### config.mk
export PLATFORM = sky130hd
export DESIGN_NAME = mul_seq_sm_flat
export DESIGN_NICKNAME = d
export VERILOG_FILES = /design/src/rtl/mul_seq_sm_if.sv /design/src/rtl/mul_seq_sm.sv /design/src/flat_wrapper.sv
export SDC_FILE = /design/constraint.sdc
export NUM_CORES = 1
export LEC_CHECK = 0
export CAP_MARGIN = 40
export CORE_MARGIN = 4
export CORE_UTILIZATION = 23
export CTS_CLUSTER_DIAMETER = 40
export CTS_CLUSTER_SIZE = 24
export DETAILED_ROUTE_END_ITERATION = 16
export DONT_BUFFER_PORTS = 1
export GPL_TIMING_DRIVEN = 1
export PLACE_DENSITY_LB_ADDON = 0.1
export SLEW_MARGIN = 20
export SYNTH_ARGS = -nofsm -noshare
export SYNTH_HDL_FRONTEND = slang
export SYNTH_SLANG_ARGS = --single-unit
### constraint.sdc
create_clock -name clk -period 5.28 [get_ports clk]
set_input_delay 0 -clock clk [delete_from_list [all_inputs] [get_ports clk]]
set_output_delay 0 -clock clk [all_outputs]
set_load 0.02 [all_outputs]
### src/rtl/mul_seq_sm_if.sv
// Operand/result handshake bundle for the sequential multiplier.
// master = operand source / result sink side, slave = the multiplier.
interface mul_seq_sm_if #(
  parameter int OP_WIDTH = 8,
  parameter int ID_SIZE  = 8
);
  logic                  in_valid;
  logic                  in_ready;
  logic [OP_WIDTH-1:0]   a_in;
  logic [OP_WIDTH-1:0]   b_in;
  logic                  signed_mode;
  logic [ID_SIZE-1:0]    id_in;
  logic                  out_valid;
  logic                  out_ready;
  logic [2*OP_WIDTH-1:0] result;
  logic [ID_SIZE-1:0]    id_out;
  logic                  busy;
  logic [1:0]            state;

  modport master (
    output in_valid, a_in, b_in, signed_mode, id_in, out_ready,
    input  in_ready, out_valid, result, id_out, busy, state
  );

  modport slave (
    input  in_valid, a_in, b_in, signed_mode, id_in, out_ready,
    output in_ready, out_valid, result, id_out, busy, state
  );
endinterface

### src/rtl/mul_seq_sm.sv
// Sequential shift-and-add multiplier: magnitudes are multiplied unsigned,
// then the sign is applied in a single correction cycle.
module mul_seq_sm #(
  parameter int OP_WIDTH   = 8,
  parameter int ID_SIZE    = 8,
  parameter bit EARLY_EXIT = 1'b0
) (
  input logic          clk,
  input logic          rst_n,
  mul_seq_sm_if.slave  bus
);
  localparam int N  = OP_WIDTH;
  localparam int W  = 2 * OP_WIDTH;
  localparam int CW = $clog2(OP_WIDTH);
  localparam logic [CW-1:0] CNT_LAST = CW'(OP_WIDTH - 1);

  localparam logic [1:0] S_IDLE = 2'd0;
  localparam logic [1:0] S_CALC = 2'd1;
  localparam logic [1:0] S_FIX  = 2'd2;
  localparam logic [1:0] S_DONE = 2'd3;

  logic [1:0]         state;
  logic [W-1:0]       acc;
  logic [W-1:0]       mcand;
  logic [N-1:0]       mplier;
  logic [CW-1:0]      cnt;
  logic               neg;
  logic [ID_SIZE-1:0] id_q;
  logic [W-1:0]       result_q;
  logic [ID_SIZE-1:0] id_out_q;

  logic [N-1:0]       mag_a;
  logic [N-1:0]       mag_b;
  logic [N-1:0]       mplier_sh;
  logic [W-1:0]       acc_add;
  logic               calc_last;
  logic               accept;

  // Handshake: a transfer happens on a rising edge where valid and ready are
  // both high. in_ready is high only in IDLE and out_valid only in DONE, so
  // an operation and its result can never transfer on the same edge.
  assign accept = bus.in_valid && (state == S_IDLE);

  always_comb begin
    mag_a     = (bus.signed_mode && bus.a_in[N-1]) ? -bus.a_in : bus.a_in;
    mag_b     = (bus.signed_mode && bus.b_in[N-1]) ? -bus.b_in : bus.b_in;
    mplier_sh = mplier >> 1;
    acc_add   = mplier[0] ? (acc + mcand) : acc;
    // Early exit looks at the multiplier after this cycle's shift.
    calc_last = (cnt == CNT_LAST) || (EARLY_EXIT && (mplier_sh == '0));
  end

  always_ff @(posedge clk or negedge rst_n) begin
    if (!rst_n) begin
      state    <= S_IDLE;
      acc      <= '0;
      mcand    <= '0;
      mplier   <= '0;
      cnt      <= '0;
      neg      <= 1'b0;
      id_q     <= '0;
      result_q <= '0;
      id_out_q <= '0;
    end else begin
      case (state)
        S_IDLE: begin
          if (accept) begin
            neg    <= bus.signed_mode && (bus.a_in[N-1] ^ bus.b_in[N-1]);
            id_q   <= bus.id_in;
            acc    <= '0;
            mcand  <= {{N{1'b0}}, mag_a};
            mplier <= mag_b;
            cnt    <= '0;
            state  <= S_CALC;
          end
        end
        S_CALC: begin
          acc    <= acc_add;
          mcand  <= mcand << 1;
          mplier <= mplier_sh;
          cnt    <= cnt + 1'b1;
          if (calc_last) state <= S_FIX;
        end
        S_FIX: begin
          // Magnitude of the most-negative square is exact in 2N bits; -0 stays 0.
          result_q <= neg ? -acc : acc;
          id_out_q <= id_q;
          state    <= S_DONE;
        end
        S_DONE: begin
          if (bus.out_ready) state <= S_IDLE;
        end
        default: state <= S_IDLE;
      endcase
    end
  end

  assign bus.in_ready  = (state == S_IDLE);
  assign bus.out_valid = (state == S_DONE);
  assign bus.busy      = (state != S_IDLE);
  assign bus.result    = result_q;
  assign bus.id_out    = id_out_q;
  assign bus.state     = state;
endmodule

### src/flat_wrapper.sv
// flat-port wrapper written by rule: the top's interface ports become plain ports
module mul_seq_sm_flat 
#(
  parameter int OP_WIDTH   = 8,
  parameter int ID_SIZE    = 8,
  parameter bit EARLY_EXIT = 1'b0
)
  (clk, rst_n, bus_in_valid, bus_a_in, bus_b_in, bus_signed_mode, bus_id_in, bus_out_ready, bus_in_ready, bus_out_valid, bus_result, bus_id_out, bus_busy, bus_state);
  mul_seq_sm_if #(.OP_WIDTH(OP_WIDTH), .ID_SIZE(ID_SIZE)) bus_i ();
  input logic clk;
  input logic rst_n;
  input wire logic [$bits(bus_i.in_valid)-1:0] bus_in_valid;
  input wire logic [$bits(bus_i.a_in)-1:0] bus_a_in;
  input wire logic [$bits(bus_i.b_in)-1:0] bus_b_in;
  input wire logic [$bits(bus_i.signed_mode)-1:0] bus_signed_mode;
  input wire logic [$bits(bus_i.id_in)-1:0] bus_id_in;
  input wire logic [$bits(bus_i.out_ready)-1:0] bus_out_ready;
  output wire logic [$bits(bus_i.in_ready)-1:0] bus_in_ready;
  output wire logic [$bits(bus_i.out_valid)-1:0] bus_out_valid;
  output wire logic [$bits(bus_i.result)-1:0] bus_result;
  output wire logic [$bits(bus_i.id_out)-1:0] bus_id_out;
  output wire logic [$bits(bus_i.busy)-1:0] bus_busy;
  output wire logic [$bits(bus_i.state)-1:0] bus_state;
  assign bus_i.in_valid = bus_in_valid;
  assign bus_i.a_in = bus_a_in;
  assign bus_i.b_in = bus_b_in;
  assign bus_i.signed_mode = bus_signed_mode;
  assign bus_i.id_in = bus_id_in;
  assign bus_i.out_ready = bus_out_ready;
  assign bus_in_ready = bus_i.in_ready;
  assign bus_out_valid = bus_i.out_valid;
  assign bus_result = bus_i.result;
  assign bus_id_out = bus_i.id_out;
  assign bus_busy = bus_i.busy;
  assign bus_state = bus_i.state;
  mul_seq_sm #(.OP_WIDTH(OP_WIDTH), .ID_SIZE(ID_SIZE), .EARLY_EXIT(EARLY_EXIT)) u_core (.clk(clk), .rst_n(rst_n), .bus(bus_i));
endmodule
==> results.toml <==
[run_status]
status = "complete, no violations"

[logic_synthesis]
synth_edf_count = 0
synth_seq_area_share_pct = 44.4
avgSynthCellArea_um2 = 9.44
async_flop_share_pct = 100
yosys_warnings = 0
synth_nets = 520
synth_top_area_share_pct = 44.4
synth_area_mm2 = 0.00440
synthCells = 466
synth_flop_cell = "dfrtp_1"
yosysUniqueCellTypes = 48
ys_top_cells_by_area = "dfrtp_1 (44%), ha_1 (6.8%), a21oi_1 (5.8%)"
ys_ff_latch = 78
yosys.area.top_type = "dfrtp_1"

[placement]
io_buffers = 0
dpl.hpwl_um = 7740
place.gp.congestion = 0.752
pre_cts_ws_ns = 2.39
dp.cells = 687
post_dp_cell_area_mm2 = 0.00466

[route]
vias_per_cell = 4.64
vias = 3388
initialDrtViolationCount = 101
dr.pass1.iters = 4
routedWlPerCell_um = 14.9
antenna_left = 0
finalWirelength_um = 10900
drc_errors = 0

[timing]
setup_violations = 0
fin_hold_ws_ns = 0.0152
finalCriticalPeriod_ns = 2.86
setup_tns_ns = 0
maxSlewHeadroom_pct = 58.8
timing.final.ws_setup_ns = 2.42
drv_slew = 0
fin_crit_sh_pct = 54.1
worst_pin_slew_ns = 0.617
rsz0062_at_grt = "no"
max_freq_mhz = 350
skew_ns = 0.0107
hold_viol = 0

[floorplanning]
fp.dieH_um = 146
die_x_um = 146
dieArea_mm2 = 0.0214
num_io_pins = 58
start_util_pct = 23.4
std_cell_rows = 50
coreArea_mm2 = 0.0188

[power_and_ir_drop]
leakage_nw = 2.28
pwr-share-clk_pct = 19.5
switching_share_pct = 43.8
p_sw_mw = 1.43
p_seq_share_pct = 39.0
combPwrFrac_pct = 41.5
internal_power_mw = 1.83
cellPowerDensity_mw_per_mm2 = 619
ir_worst_vdd_mv = 0.285

[finish]
final_nets = 545
drive_above_1_share_pct = 9.68
layout.cells.non_filler = 730
final_area_mm2 = 0.00526
fillers = 2000
insertedDiodeCount = 0
syn2layout_area_growth_pct = 19.7

[hold_path]
holdPathEnd = "u_core.mcand[6]$_DFFE_PN0P_"
worst_hold_startpoint = "bus_a_in[6]"
whs_path_depth = 4
hold_path.class = "in2reg"

[critical_path]
rr_endpoint = "u_core.acc[15]$_DFFE_PN0P_"
end_kind = "flop"
crit_required_ns = 5.55
start_kind = "flop"
reg2reg_slack_ns = 2.42
crit_type = "reg2reg"
worst-path-max-fanout = 16
r2r-start = "u_core.bus.state[0]$_DFFE_PN0P_"
arrival_ns = 3.13
r2r_cells = 9

[global_route]
antenna_found_initial = 0
grt-busiest-layer = "met2"
grt_overflow = 0
grt_util_met2_pct = 16.4
grt_max_degree = 79
track_usage_pct = 10.5
use_met1_pct = 13.8
grt_use_met3_pct = 3.76
grt_pass1_vias = 3429
grt_pass1_wl_um = 18100

[clock_network]
clock_latency_ns = 0.34
cts_setup_buffers = 0
cts_tree = "done"
path_clk_slew_ns = 0.07
htree_levels = 3
cts_hold_buf = 26
cts.sinks = 78
cts_made_buffers = 9
cts_resized = 0
clk_path_buf_depth = 2
clockRootBuffer = "clkbuf_16"

[flow_run]
cap_violations = 0
-- cell families after synthesis --
kind of cell / Yosys count / share of synthesized area (%)
multiplexers: 21 / 5.29
adder cells (fa/ha/maj): 25 / 7.28
AO/OA/AOI/OAI: 140 / 19.2
AND/OR/NAND/NOR: 133 / 14.3
flip-flops: 78 / 44.4
XOR/XNOR: 32 / 6.37
buffers and inverters: 37 / 3.16
-- sequential cells by signal, indices dropped and copies added, names as in the netlist --
| name | flops |
|---|---|
| u_core.acc | 16 |
| u_core.mcand | 16 |
| u_core.id_q | 8 |
| u_core.bus.result | 16 |
| u_core.neg | 1 |
| u_core.cnt | 3 |
| u_core.bus.id_out | 8 |
| u_core.mplier | 8 |
| u_core.bus.state | 2 |
-- synthesized netlist by cell type (2+ instances only) --
cell type and number:
o31ai_1 3, clkbuf_1 14, inv_1 21, o21ai_1 2, nor2_1 31, a31oi_1 2
a22o_1 11, xnor2_1 16, o41ai_1 2, o21ai_0 46, a211o_1 2, nand2_1 60
o21bai_1 2, mux2i_1 3, and4_1 2, o31a_1 2, a21oi_1 51, ha_1 24
buf_1 2, a21boi_0 3, and2_1 3, o211ai_1 5, or3_1 6, xor2_1 16
dfrtp_1 78, nor3_1 8, a21o_1 4, nor2b_1 3, nand3_1 8, mux2_2 18
-- power groups by stage --
| stage | clock (mW) | sequential (mW) | combinational [mW] |
|---|---|---|---|
| 3_3_place_gp | 0 | 1.29 | 1.30 |
| 3_5_place_dp | 0 | 1.29 | 1.32 |
| 6_report | 0.634 | 1.27 | 1.35 |
| 2_1_floorplan | 0 | 1.18 | 1.10 |
| 5_1_grt | 0.689 | 1.32 | 1.55 |
| 4_1_cts | 0.666 | 1.28 | 1.36 |
-- how the worst max path moves through the flow --
stage,start,endpoint,slack [ns],cells after the start
finish,u_core.bus.state[0]$_DFFE_PN0P_,u_core.acc[15]$_DFFE_PN0P_,2.42,9
global route,u_core.bus.state[0]$_DFFE_PN0P_,u_core.acc[15]$_DFFE_PN0P_,2.11,9
CTS,u_core.bus.state[0]$_DFFE_PN0P_,u_core.acc[15]$_DFFE_PN0P_,2.37,9
detailed placement,u_core.bus.state[0]$_DFFE_PN0P_,u_core.acc[15]$_DFFE_PN0P_,2.39,9
global placement,u_core.bus.state[0]$_DFFE_PN0P_,u_core.acc[15]$_DFFE_PN0P_,2.52,9
floorplan,u_core.bus.state[0]$_DFFE_PN0P_,u_core.mcand[1]$_DFFE_PN0P_,3.03,8
-- area by class of cell --
cell class | count | area [um^2] | area share, %
Clock inverter | 7 | 80.1 | 1.52
Tap cell | 234 | 293 | 5.56
Timing Repair Buffer | 30 | 320 | 6.09
Inverter | 21 | 78.8 | 1.50
Sequential cell | 78 | 1950 | 37.1
Multi-Input combinational cell | 351 | 2310 | 44.0
Clock buffer | 9 | 225 | 4.28
-- layout by cell type, fill, tap and decap left out, drive strengths merged, types with 4 or more instances in the layout --
master / instances
nor2: 32
xor2: 16
dlygate4sd3: 25
ha: 24
buf: 5
o211ai: 5
a21oi: 51
o31ai: 5
inv: 24
o21ai: 48
a22o: 11
clkbuf: 9
mux2: 18
or3: 6
nand3: 9
a21o: 4
nand2: 60
xnor2: 16
dfrtp: 78
nor3: 8
-- critical path, cell delays in order (launching register included) --
cell and delay, ns:
dfrtp_1 0.51, inv_1 0.14, ha_1 0.33, inv_1 0.32, nor2_1 0.18, nor2b_1 0.13, buf_4 0.19, nand2_1 0.32
o41ai_1 0.47, o31a_1 0.19
-- routing by layer --
layer | up-vias | share of wire [%]
met5 | - | 0
met4 | 0 | 1.1
met3 | 8 | 5.8
met2 | 73 | 44
met1 | 1599 | 49
li1 | 1708 | -
-- through the flow --
stage / utilization [%] / power [mW]
global placement: 24.8 / 2.59
floorplan: - / 2.27
global route: 28.0 / 3.57
finish: 28.0 / 3.26
detailed placement: 24.8 / 2.61
CTS: 27.9 / 3.31
Note: power is estimated with default switching activity, not from simulation.
